`config.mk`:
```
export PLATFORM = sky130hd
export DESIGN_NAME = spi_master_ctrl
export DESIGN_NICKNAME = d
export VERILOG_FILES = /design/src/rtl/spi_master_ctrl.sv
export SDC_FILE = /design/constraint.sdc
export NUM_CORES = 1
export LEC_CHECK = 0
export ABC_AREA = 1
export CORE_MARGIN = 2
export CORE_UTILIZATION = 52
export CTS_CLUSTER_SIZE = 25
export DETAILED_ROUTE_END_ITERATION = 10
export GPL_TIMING_DRIVEN = 0
export PLACE_DENSITY = 0.76
export SLEW_MARGIN = 15
export SYNTH_ARGS = -nofsm -noshare
export SYNTH_HDL_FRONTEND = slang
export SYNTH_SLANG_ARGS = --single-unit
```
`constraint.sdc`:
```
create_clock -name clock_in -period 1.7 [get_ports clock_in]
set_clock_uncertainty 0.1 [all_clocks]
set_input_delay 0.17 -clock clock_in [delete_from_list [all_inputs] [get_ports clock_in]]
set_output_delay 0.17 -clock clock_in [all_outputs]
set_load 0.005 [all_outputs]
```
`src/rtl/spi_master_ctrl.sv`:
```
// spi_master_ctrl: mode-0 SPI master, one DATA_WIDTH-bit full-duplex transfer per start
//   clock_in/reset_n : system clock, async active-low reset
//   start/tx_data    : request and word to send (latched when accepted in IDLE)
//   busy/done        : transfer in progress / one-cycle completion pulse
//   rx_data          : last received word, updated with done
//   cs_n/sclk/mosi   : slave pins driven by the master
//   miso             : slave data in, sampled when sclk rises
module spi_master_ctrl #(
  parameter int DATA_WIDTH = 8,
  parameter int DIVISOR    = 4
) (
  input  logic                  clock_in,
  input  logic                  reset_n,
  input  logic                  start,
  input  logic [DATA_WIDTH-1:0] tx_data,
  output logic                  busy,
  output logic                  done,
  output logic [DATA_WIDTH-1:0] rx_data,
  output logic                  cs_n,
  output logic                  sclk,
  output logic                  mosi,
  input  logic                  miso
);
  localparam int H = DIVISOR / 2;
  typedef enum logic [2:0] {IDLE, SETUP, XFER_HI, XFER_LO, HOLD} state_t;
  state_t state, state_d;
  logic [15:0] cnt, cnt_d;
  logic [5:0] bits, bits_d;
  logic [DATA_WIDTH-1:0] tx_sh, tx_sh_d, rx_sh, rx_sh_d, rx_data_d;
  logic cs_n_d, sclk_d, mosi_d, busy_d, done_d, tick;
  assign tick = cnt == 16'(H - 1);
  // All pin outputs are registered: next values are computed here and
  // take effect on the edge where the state transition happens.
  always_comb begin
    state_d   = state;
    tx_sh_d   = tx_sh;
    rx_sh_d   = rx_sh;
    bits_d    = bits;
    rx_data_d = rx_data;
    cs_n_d    = cs_n;
    sclk_d    = sclk;
    mosi_d    = mosi;
    busy_d    = busy;
    done_d    = 1'b0;
    case (state)
      IDLE: if (start) begin
        state_d = SETUP;
        tx_sh_d = tx_data;
        rx_sh_d = '0;
        bits_d  = '0;
        cs_n_d  = 1'b0;
        busy_d  = 1'b1;
        mosi_d  = tx_data[DATA_WIDTH-1];
      end
      SETUP, XFER_LO: if (tick) begin
        state_d = XFER_HI;
        sclk_d  = 1'b1;
        rx_sh_d = (rx_sh << 1) | DATA_WIDTH'(miso);
      end
      XFER_HI: if (tick) begin
        sclk_d = 1'b0;
        bits_d = bits + 6'd1;
        if (bits_d == 6'(DATA_WIDTH)) state_d = HOLD;
        else begin
          state_d = XFER_LO;
          tx_sh_d = tx_sh << 1;
          mosi_d  = tx_sh_d[DATA_WIDTH-1];
        end
      end
      HOLD: if (tick) begin
        state_d   = IDLE;
        cs_n_d    = 1'b1;
        busy_d    = 1'b0;
        done_d    = 1'b1;
        mosi_d    = 1'b0;
        rx_data_d = rx_sh;
      end
      default: state_d = IDLE;
    endcase
    // Half-period counter restarts on every state change and idles at zero.
    cnt_d = (state == IDLE || state_d != state) ? '0 : cnt + 16'd1;
  end
  always_ff @(posedge clock_in or negedge reset_n) begin
    if (!reset_n) begin
      state   <= IDLE;
      cnt     <= '0;
      bits    <= '0;
      tx_sh   <= '0;
      rx_sh   <= '0;
      rx_data <= '0;
      cs_n    <= 1'b1;
      sclk    <= 1'b0;
      mosi    <= 1'b0;
      busy    <= 1'b0;
      done    <= 1'b0;
    end else begin
      state   <= state_d;
      cnt     <= cnt_d;
      bits    <= bits_d;
      tx_sh   <= tx_sh_d;
      rx_sh   <= rx_sh_d;
      rx_data <= rx_data_d;
      cs_n    <= cs_n_d;
      sclk    <= sclk_d;
      mosi    <= mosi_d;
      busy    <= busy_d;
      done    <= done_d;
    end
  end
endmodule

```
# Word-level counts from Yosys, hierarchy flattened
# Cells that the tools add are included.
# word_totals
reg_bits,53
inputBits,12
elab_cells,71
# classes
n_addsub,2
eq_ne,12
n_mux,30
bitwise_logic,1
n_reduce_logical,15
# op_table
op,count
$mux W7,3
$add A16 B1 Y16 const B,1
$eq A16 B1 Y1 const B,1
$mux W16,1
$mux W8,2
$pmux W8 S2,1
$mux W3,5
$pmux W7 S2,1
$mux W6,2
$pmux W3 S4,1
$pmux W6 S2,1
$reduce_and A3 Y1,4
$ne A2 B2 Y1 const B,5
$mux W1,9
$or A8 B1 Y8,1
$reduce_bool A2 Y1,4
$add A6 B1 Y6 const B,1
$eq A3 B2 Y1 const B,2
$eq A6 B4 Y1 const B,1
$pmux W1 S2,3
$reduce_and A5 Y1,1
$reduce_and A4 Y1,1
$eq A3 B1 Y1 const B,1
$eq A3 B3 Y1 const B,1
7 further kinds,7

# Logic depth before layout (Yosys ltp)
# Gate-level depths: netlist of run 1.
# logic_depth
ltp_word,8
depth_mapped,13
depth_no_buf,12

# Least setup slack after synthesis of run 1
# Ideal clock, no wire load.
# synth_timing
kind,flip-flop to flip-flop
from,register cnt[1]
to,register cnt[8]
arrival_time_ps,1510
required_ps,1476
setup_slack_ps,-34
path_stages_with_launch,13
path_buffers,1
period_less_slack_ps,1734
cell_sequence,dfrtp_1 -> inv_1 -> ha_1 -> nand3_2 -> nor2_4 -> nand2_4 -> a21oi_2 -> nand3_2 -> nand2_2 -> inv_2 -> nand2_4 -> buf_12 -> nor2_4
# synth_between
elab_chain_cells,6
word_cells_on_any_way,9
classes_between,add/sub: 1; eq/ne: 2; mux: 5; reduce/logical: 1
# synth_lines
item,line_no,rtl
start: declaration,27,"logic [15:0] cnt, cnt_d;"
start signal: assignment,98,cnt <= cnt_d;
$eq A16 B1 Y1,31,assign tick = cnt == 16'(H - 1);
$mux W3 (on tied branches),"70, 55, 60",
$pmux W3 S4,45,case (state)
$ne A3 B3 Y1,81,cnt_d = (state == IDLE || state_d != state) ? '0 : cnt + 16'd1;
$logic_or A1 B1 Y1,81,
$mux W16 (*),81,
net cnt_d[8],27,
# Mark *: on every way through the listed nets, which the timed path passes. The rest lies on a longest branch.
# A chain may end at the register's enable or synchronous reset.

# Worst setup path in the final report of run 1
# layout_timing
from,register bits[0]
to,register cnt[11]
# layout_between
elab_chain_cells,8
# layout_lines
item,line_no,rtl
start: declaration,28,"logic [5:0] bits, bits_d;"
start signal: assignment,99,bits <= bits_d;
$add A6 B1 Y6,62,bits_d = bits + 6'd1;
$eq A6 B4 Y1,63,if (bits_d == 6'(DATA_WIDTH)) state_d = HOLD;
$mux W3,63,
$mux W3,60,XFER_HI: if (tick) begin
$pmux W3 S4,45,
$ne A3 B3 Y1,81,
$logic_or A1 B1 Y1,81,
$mux W16,81,
net cnt_d[11],27,
# The timed path passes the listed nets, and every way through them passes these cells.

==> results of run 1 <==
## metal layers
layer  global-route usage, %  up-vias  part of all wire [%]
met4                   6.491        0                   1.7
met3                   4.023        9                   3.3
met5                       0        -                     0
li1                        -     1151                     -
met2                   36.98       45                    52
met1                   27.53     1127                    43
## timing repair
item                                    CTS  global route
endpoints found under the hold margin    52             0
gates resized for setup                  34            30
hold buffers                              1             0
endpoints found under the setup margin   43            49
pin swaps                                17             3
cloned                                    2             1
setup buffers                            27             1
## placed cells by master, fill, tap and decap left out, types with 2 or more instances in the layout
| cell | count |
|---|---|
| a21oi_1 | 4 |
| a21oi_4 | 2 |
| buf_12 | 2 |
| buf_2 | 2 |
| buf_4 | 21 |
| buf_6 | 9 |
| clkbuf_8 | 5 |
| clkdlybuf4s50_1 | 23 |
| dfrtp_1 | 50 |
| dfrtp_2 | 2 |
| ha_4 | 2 |
| inv_1 | 21 |
| inv_2 | 13 |
| inv_4 | 3 |
| inv_6 | 2 |
| mux2i_1 | 6 |
| nand2_1 | 56 |
| nand2_2 | 16 |
| nand2_4 | 8 |
| nand3_1 | 26 |
| nand3_2 | 6 |
| nand4_1 | 6 |
| nor2_1 | 12 |
| nor2_2 | 9 |
| nor2_4 | 19 |
| nor3_1 | 4 |
| nor4_1 | 6 |
| o21ai_0 | 2 |
| o21ai_1 | 6 |
| o21ai_2 | 7 |
| xor2_1 | 12 |
## report_power, final
part	internal [mW]	switching [mW]	leakage, nW
Clock	0.442	0.437	0.0585
Combinational	0.0305	0.0362	0.887
Sequential	1.27	0.00706	0.686
Total	1.74	0.480	1.63
## area by class of cell
cell class / instances / share of cell area [%]
multi-input cells: 221 / 40.34
flip-flops and latches: 53 / 35.41
repair buffers: 53 / 13.32
inverters: 39 / 4.231
well taps: 72 / 2.398
clock buffers: 5 / 1.832
plain buffers: 5 / 1.299
clock inverters: 3 / 1.166
## stage by stage
stage,util (%),std cells
after floorplan,-,318
after global placement,59.28,414
after detailed placement,59.24,414
after CTS,68.01,451
after global routing,69.49,451
final,69.49,451
## cells by family (layout without fill, tap and decap cells)
family	count (synthesis)	count (layout)
and+or+nand+nor	172	173
DFF	53	53
buffers and inverters	45	105
AOI/OAI and AO/OA	26	26
xor gates and xnor gates	13	13
muxes	6	6
adders and majority gates	3	3
## sequential cells by signal, indices dropped and copies added (netlist names)
register  cells
rx_data       8
done          1
tx_sh         7
cnt          16
bits          6
busy          1
state         3
sclk          1
mosi          1
cs_n          1
rx_sh         8
## worst max-delay path, cell delays in order (launching register included)
cell and delay (ns):
dfrtp_1 0.43, ha_4 0.19, nand4_1 0.16, nand3_4 0.11, nor2_4 0.13, nand2_4 0.08, nand2_4 0.07, nand3_2 0.06
nand2_2 0.06, inv_2 0.04, nand2_4 0.08, buf_6 0.11, buf_12 0.13, nor2_4 0.03
## Yosys cell counts (2+ instances only)
master   instances
nand2_1         66
dfrtp_1         52
nand3_1         28
inv_1           23
nor2_1          21
nor2_4          16
inv_2           14
xor2_1          12
nand2_2         10
o21ai_0          7
mux2i_1          6
nand4_1          6
nor4_1           6
a21oi_1          5
nand3_2          5
buf_2            4
nand2_4          4
nor3_1           4
o21ai_1          4
o21ai_2          4
ha_1             3
nor2_2           3
o22ai_1          2
## worst paths after layout
kind,start,end,slack (ns),depth (start not counted)
min,miso,rx_sh[0],0.32,3
min in group asynchronous,reset_n,cnt[12],0.33,2
min reg2reg,rx_data[2],rx_data[2],0.38,2
max reg2reg,bits[0],cnt[11],-0.22,13
max in group asynchronous,reset_n,cnt[8],0.68,2
max,bits[0],cnt[11],-0.22,13
==> out/metrics.cfg, run 1 <==
[route]
ant_nets=0
wl_per_cell_um=13.53
drc=0
drtPass1Iterations=4
vias=2332
viasPerCell=5.171
wirelength_um=6100
drtIter0Drc=207

[timing]
finalSetupTns_ns=-4.271
rsz0062_at_grt=true
fmax_mhz=521.8
slew_headroom_pct=55.10
finalHoldViolCount=0
timing.final.crit_period_ns=1.917
timing.hold.ws_ns=0.3190
fin_crit_sh_pct=112.7
fin_ws_ns=-0.2166
setup_viol=30
worst_pin_slew_ns=0.6736
slew_viol_final=0

[place]
io_buffers=24
gp_congestion=0.9071
place_ws_ns=-0.2100
post-dp-hpwl_um=3775
post_dp_cell_area_sq_mm=0.003202

[worst_setup_path]
setup.worst_path.end_class=register
arrival_ns=2.01
cp-start-kind=register
crit_type=register to register
path_max_fanout=5
required_ns=1.79

[pwr]
p_total_mw=2.222
peakVddDrop_mv=0.3203
p_leak_nw=1.631
power_density_mw_per_mm2=591.5

[die]
die_area_sq_mm=0.006128
boundaryPins=25
start_util_pct=53.08
fp-row-count=27
die_h_um=78.28
die_w_um=78.28
coreArea_sq_mm=0.005405

[synthesis]
synth_cells=318
synthTopCellsByArea=dfrtp_1, nand2_1, nor2_4
synth_edf_count=0
synthSimpleGateAreaFrac_pct=33.49
async_flop_share_pct=100.0
yosys.area.top_type_share_pct=45.36
synth_compound_area_share_pct=5.887
synth_top_cell_by_area=dfrtp_1
synth_mux_area_share_pct=2.093
synth_sequential_area_ratio_pct=46.27
synth_cell_types=36
ys.flop_type=dfrtp_1
yosys.area_share.xor_xnor_pct=3.969
syn_nets=333
ys_ff_latch=53
synth_area_sq_mm=0.002869
synth_warnings=0
synth_area_per_cell_sq_um=9.022
synthAdderAreaFrac_pct=1.308
synth_top_family_by_area=simple AND/OR/NAND/NOR gates

[cts]
h-tree-depth=2
cts-buffers-inserted=5
clk_pin_slew_worst_paths_ns=0.10
clockBufferDepth=2
cts_num_sinks=53
clk_latency_ns=0.31
cts_tree=yes
cts_root_buffer=clkbuf_8

[final_layout]
num-nets-final=393
area_growth_pct=30.92
drive_gt1_share_pct=36.41
multi_input_area_sq_mm=0.001515
nFillCells=420
regArea_sq_mm=0.001330
final_area_sq_mm=0.003756
antenna_cells=0

[min_path]
min_path_type=input port to register

[grt]
grt_util_all_layers_pct=21.46
grt_start_max_net_pins=54
grt_pass1_vias=2304
antenna_found_initial=0
gr-total-overflow=0
grt_pass1_wl_um=10470

[outcome]
outcome=complete, but fails checks
violations=setup timing

[flow_run]
cap_violations=0

Power figures use the tool's default switching activity.
==> inputs of run 2 (changes only) <==
- CORE_UTILIZATION: 52 -> 62
- PLACE_DENSITY: 0.76 -> 0.85
- clock period: 1.7 -> 2.3 ns (I/O delays scaled with it)
==> out/metrics.cfg, run 2 (synthesized netlist as in run 1, its figures left out) <==
[outcome]
outcome=finished clean

[final_layout]
largest_register_ff_count=16  ; unchanged
antenna_cells=0  ; unchanged
num-nets-final=366  ; -6.9%
final_cell_mix=nand2_1, dfrtp_1, nand3_1
area_growth_pct=14.35
largest-register=cnt
reg_top3=cnt (16), rx_data (8), rx_sh (8)
final_cells=404  ; -10%
fin_util_pct=74.32  ; +4.8 points
drive_gt1_share_pct=21.88  ; -15 points
final_common_cell=nand2_1

[die]
die_h_um=72.03  ; -8.0%
fp-row-count=24  ; -11%
die_w_um=72.03  ; -8.0%
die_area_sq_mm=0.005188  ; -15%
boundaryPins=25  ; unchanged
start_util_pct=64.99  ; +12 points
coreArea_sq_mm=0.004414  ; -18%

[worst_setup_path]
cp-start-kind=register
setup.worst_path.end_class=register
arrival_ns=2.05  ; +0.04 ns
crit_type=register to register
required_ns=2.39  ; +0.60 ns
path_max_fanout=10  ; +5

[timing]
fin_ws_ns=0.3359  ; +0.5525 ns
worst_pin_slew_ns=0.5620  ; -0.1116 ns
rsz0062_at_grt=false
setup_viol=0  ; -100%
fmax_mhz=509.1  ; -2.4%
timing.final.crit_period_ns=1.964  ; +0.04750 ns
timing.hold.ws_ns=0.3601  ; +0.04108 ns
slew_headroom_pct=62.54  ; +7.4 points
finalHoldViolCount=0  ; unchanged
slew_viol_final=0  ; unchanged
fin_crit_sh_pct=85.40  ; -27 points

[cts]
cts_num_sinks=53  ; unchanged
cts-buffers-inserted=5  ; unchanged
cts_root_buffer=clkbuf_8
cts_tree=yes
clk_latency_ns=0.30  ; about the same
h-tree-depth=2  ; unchanged
clockBufferDepth=2  ; unchanged
post_cts_buffers=0  ; -100%
clk_pin_slew_worst_paths_ns=0.09  ; about the same

[pwr]
p_comb_share_pct=3.5  ; +0.5 points
sw_frac_of_total_pct=21.31  ; -0.29 points
p_total_mw=1.497  ; -33%
p_leak_nw=1.443  ; -12%
power_density_mw_per_mm2=456.2  ; -23%
peakVddDrop_mv=0.4035  ; +26%
clkPwrFrac_pct=33.4  ; -6.1 points
power_switching_uw=318.9  ; -34%
intPower_mw=1.178  ; -32%
power_frac_seq_pct=63.0  ; +5.5 points

[min_path]
min_path_type=input port to async pin

[route]
drtIter0Drc=179  ; -14%
wirelength_um=5165  ; -15%
vias=2167  ; -7.1%
wl_per_cell_um=12.78  ; -5.5%
drtPass1Iterations=4  ; unchanged
drc=0  ; unchanged
viasPerCell=5.364  ; +3.7%
ant_nets=0  ; unchanged

[place]
dp.cells=395  ; -4.6%
place_ws_ns=0.3818  ; +0.5918 ns
io_buffers=24  ; unchanged
gp_congestion=0.8767  ; -3.4%
post-dp-hpwl_um=3833  ; +1.5%

[grt]
antenna_found_initial=0  ; unchanged
grt_start_max_net_pins=31  ; -43%
grt_util_all_layers_pct=23.11  ; +1.7 points
grt_pass1_wl_um=9453  ; -9.7%
grt_pass1_vias=2219  ; -3.7%
gr-total-overflow=0  ; unchanged

[flow_run]
cap_violations=0  ; unchanged

[run 2: worst max-delay path, cell delays in order, from the launching register on]
cell and delay [ns]:
dfrtp_1 0.44, ha_1 0.25, nand3_1 0.09, nand2_1 0.10
nand3_2 0.10, nor2_4 0.11, nand2_4 0.08, nand2_2 0.07
nand3_2 0.07, nand2_2 0.06, inv_2 0.04, nand2_4 0.10
buf_12 0.19, nor2_4 0.03
[run 2: through the flow]
step	setup TNS, ns	instance area [sq um]
6_report	0	3281
5_1_grt	0	3281
4_1_cts	0	3281
3_5_place_dp	0	3189
3_3_place_gp	-35.04	3174
2_1_floorplan	0	2869
[run 2: power groups by stage]
stage                     clock, mW  combinational, mW  sequential (mW)
after floorplan                   0             0.0107            0.961
after global placement            0             0.0489            0.962
after detailed placement          0             0.0533            0.962
after CTS                     0.517             0.0547            0.943
after global routing          0.546             0.0622            0.944
final                         0.501             0.0529            0.943
[run 2: per-layer routing]
metal	up-vias	part of all wire (%)	global-route usage, %
li1	1092	-	-
met1	1025	45	29.23
met2	44	51	39.71
met3	6	3.4	4.306
met4	0	1.4	8.595
met5	-	0	0
[run 2: area by class of cell]
class / count / area, sq um
plain buffers: 6 / 51.30
clock buffers: 7 / 76.32
clock inverters: 1 / 5.005
fillers: 320 / 1134
inverters: 39 / 148.9
multi-input cells: 220 / 1341
flip-flops and latches: 53 / 1328
well taps: 52 / 65.06
repair buffers: 26 / 265.3
[run 2: worst paths after layout]
kind	startpoint	endpoint	slack, ns	depth (start not counted)
worst min-delay path	reset_n	cnt[5]	0.36	2
worst min register to register	rx_data[3]	rx_data[3]	0.37	2
worst max-delay path	bits[0]	cnt[10]	0.34	13
worst max register to register	bits[0]	cnt[10]	0.34	13
min in group clock_in	rx_data[3]	rx_data[3]	0.37	2
max in group asynchronous	reset_n	cs_n	1.12	3
[run 2: what timing repair did]
action | CTS | global route
resized for setup | 0 | 0
hold buffers | 1 | 0
endpoints found under the hold margin | 23 | 0
endpoints found under the setup margin | 0 | 0
==> inputs of run 3 (changes only) <==
- CORE_UTILIZATION: 62 -> 35
- PLACE_DENSITY: 0.85 -> not set
==> out/metrics.cfg, run 3 (synthesized netlist as in run 1, its figures left out) <==
[cts]
h-tree-depth=2  ; unchanged
cts_root_buffer=clkbuf_8
cts_tree=yes
clk_latency_ns=0.31  ; about the same
ctsResizeCount=0  ; unchanged
cts_num_sinks=53  ; unchanged
clk_pin_slew_worst_paths_ns=0.11  ; +0.02 ns
cts_hold_buffers=1  ; unchanged
cts-buffers-inserted=5  ; unchanged
post_cts_buffers=0  ; unchanged
clockBufferDepth=2  ; unchanged

[die]
die_h_um=94.54  ; +31%
start_util_pct=35.45  ; -30 points
boundaryPins=25  ; unchanged
die_w_um=94.54  ; +31%
fp-row-count=33  ; +38%
coreArea_sq_mm=0.008093  ; +83%
die_area_sq_mm=0.008938  ; +72%

[route]
wl_per_cell_um=11.36  ; -11%
drtPass1Iterations=4  ; unchanged
drtIter0Drc=78  ; -56%
drc=0  ; unchanged
viasPerCell=4.577  ; -15%
ant_nets=0  ; unchanged
vias=2087  ; -3.7%
wirelength_um=5182  ; +0.33%

[timing]
fin_crit_sh_pct=82.71  ; -2.7 points
rsz0062_at_grt=false
finalHoldViolCount=0  ; unchanged
worst_pin_slew_ns=0.6816  ; +0.1196 ns
finalSetupTns_ns=0  ; unchanged
fmax_mhz=525.7  ; +3.2%
slew_viol_final=0  ; unchanged
setup_viol=0  ; unchanged
timing.final.crit_period_ns=1.902  ; -0.06172 ns
slew_headroom_pct=54.56  ; -8.0 points

[grt]
grt_util_all_layers_pct=13.18  ; -9.9 points
gr-total-overflow=0  ; unchanged
grt_pass1_vias=2092  ; -5.7%
grt_pass1_wl_um=9439  ; -0.15%
antenna_found_initial=0  ; unchanged
grt_start_max_net_pins=54  ; +74%

[pwr]
clkPwrFrac_pct=35.9  ; +2.5 points
peakVddDrop_mv=0.2588  ; -36%
power_density_mw_per_mm2=463.1  ; +1.5%
power_frac_seq_pct=61.0  ; -2.0 points
p_leak_nw=1.437  ; -0.42%
intPower_mw=1.182  ; +0.31%
power_switching_uw=366.1  ; +15%
sw_frac_of_total_pct=23.65  ; +2.3 points
p_comb_share_pct=3.2  ; -0.3 points

[worst_setup_path]
cp-start-kind=register
rr_startpoint=bits[0]
required_ns=2.41  ; +0.02 ns
path_max_fanout=10  ; unchanged
crit_type=register to register
worstReg2RegEnd=cnt[8]
arrival_ns=2.01  ; -0.04 ns
r2r_cells=13  ; unchanged
slowest_stage=dfrtp_1
timing.reg2reg.setup_slack_ns=0.40  ; +0.06 ns
cp_cell_sequence=ha_1 -> nand3_1 -> nand2_1 -> nand3_2 -> nor2_4 -> nand2_4 -> nand2_2 -> nand3_2 -> nand2_2 -> inv_2 -> nand2_4 -> buf_12 -> nor2_4
setup.worst_path.end_class=register
slowest_delay_ns=0.44  ; about the same

[final_layout]
area_growth_pct=16.49
final_cells=456  ; +13%
reg_top3=cnt (16), rx_data (8), rx_sh (8)
nFillCells=847  ; +160%
final_common_cell=nand2_1
largest-register=cnt
antenna_cells=0  ; unchanged
fin_util_pct=41.30  ; -33 points
num-nets-final=365  ; -0.27%
drive_gt1_share_pct=22.22  ; +0.35 points
largest_register_ff_count=16  ; unchanged
final_cell_mix=nand2_1, dfrtp_1, nand3_1

[place]
dp.cells=447  ; +13%
io_buffers=24  ; unchanged
post-dp-hpwl_um=3791  ; -1.1%
gp_congestion=0.8328  ; -5.0%

[min_path]
holdPathEnd=tx_sh[0]
min_path_cells=3
worstHoldStart=tx_data[0]
min_path_type=input port to register

[outcome]
outcome=finished clean

[flow_run]
cap_violations=0  ; unchanged

-- run 3: power groups by stage --
stage	Clock (mW)	Sequential, mW	Combinational (mW)
2_1_floorplan	0	0.961	0.0107
3_3_place_gp	0	0.962	0.0504
3_5_place_dp	0	0.962	0.0502
4_1_cts	0.580	0.944	0.0519
5_1_grt	0.614	0.945	0.0574
6_report	0.555	0.943	0.0491
-- run 3: cell type report --
cell class	instances	area (sq um)	share of cell area, %
plain buffers	6	51.30	1.535
clock buffers	5	68.82	2.059
clock inverters	3	25.02	0.7488
inverters	39	148.9	4.455
multi-input cells	220	1341	40.13
flip-flops and latches	53	1328	39.72
well taps	105	131.4	3.931
repair buffers	25	247.7	7.413
-- run 3: metrics by stage --
stage | setup WS, ns | hold slack [ns] | cell area [sq um] | power [mW]
2_1_floorplan | 0.5662 | -0.1656 | 2869 | 0.9715
3_3_place_gp | -0.7963 | 0.3558 | 3241 | 1.012
3_5_place_dp | 0.4075 | 0.2225 | 3238 | 1.012
4_1_cts | 0.3815 | 0.3647 | 3342 | 1.576
5_1_grt | 0.1852 | 0.3887 | 3342 | 1.617
6_report | 0.3976 | 0.3704 | 3342 | 1.548
-- run 3: worst max-delay path by stage --
stage | start | end | slack, ns | cells after the start
2_1_floorplan | cnt[1] | cnt[8] | 0.57 | 12
3_3_place_gp | reset_n | tx_sh[3] | -0.80 | 1
3_5_place_dp | cnt[1] | tx_sh[5] | 0.41 | 12
4_1_cts | bits[0] | cnt[14] | 0.38 | 13
5_1_grt | bits[0] | cnt[6] | 0.19 | 13
6_report | bits[0] | cnt[8] | 0.40 | 13
-- run 3: worst max-delay path, delay by kind of cell, from the launching register on --
| family | cells | cell delay, ns |
|---|---|---|
| flops | 1 | 0.44 |
| fa+ha+maj | 1 | 0.24 |
| buf+inv | 2 | 0.22 |
| simple gates | 10 | 0.79 |
-- run 3: routing by layer --
metal | global-route usage [%] | vias to the layer above | part of all wire, %
li1 | - | 1092 | -
met1 | 18.19 | 969 | 50
met2 | 21.19 | 21 | 46
met3 | 2.793 | 5 | 2.7
met4 | 3.261 | 0 | 0.77
met5 | 0 | - | 0
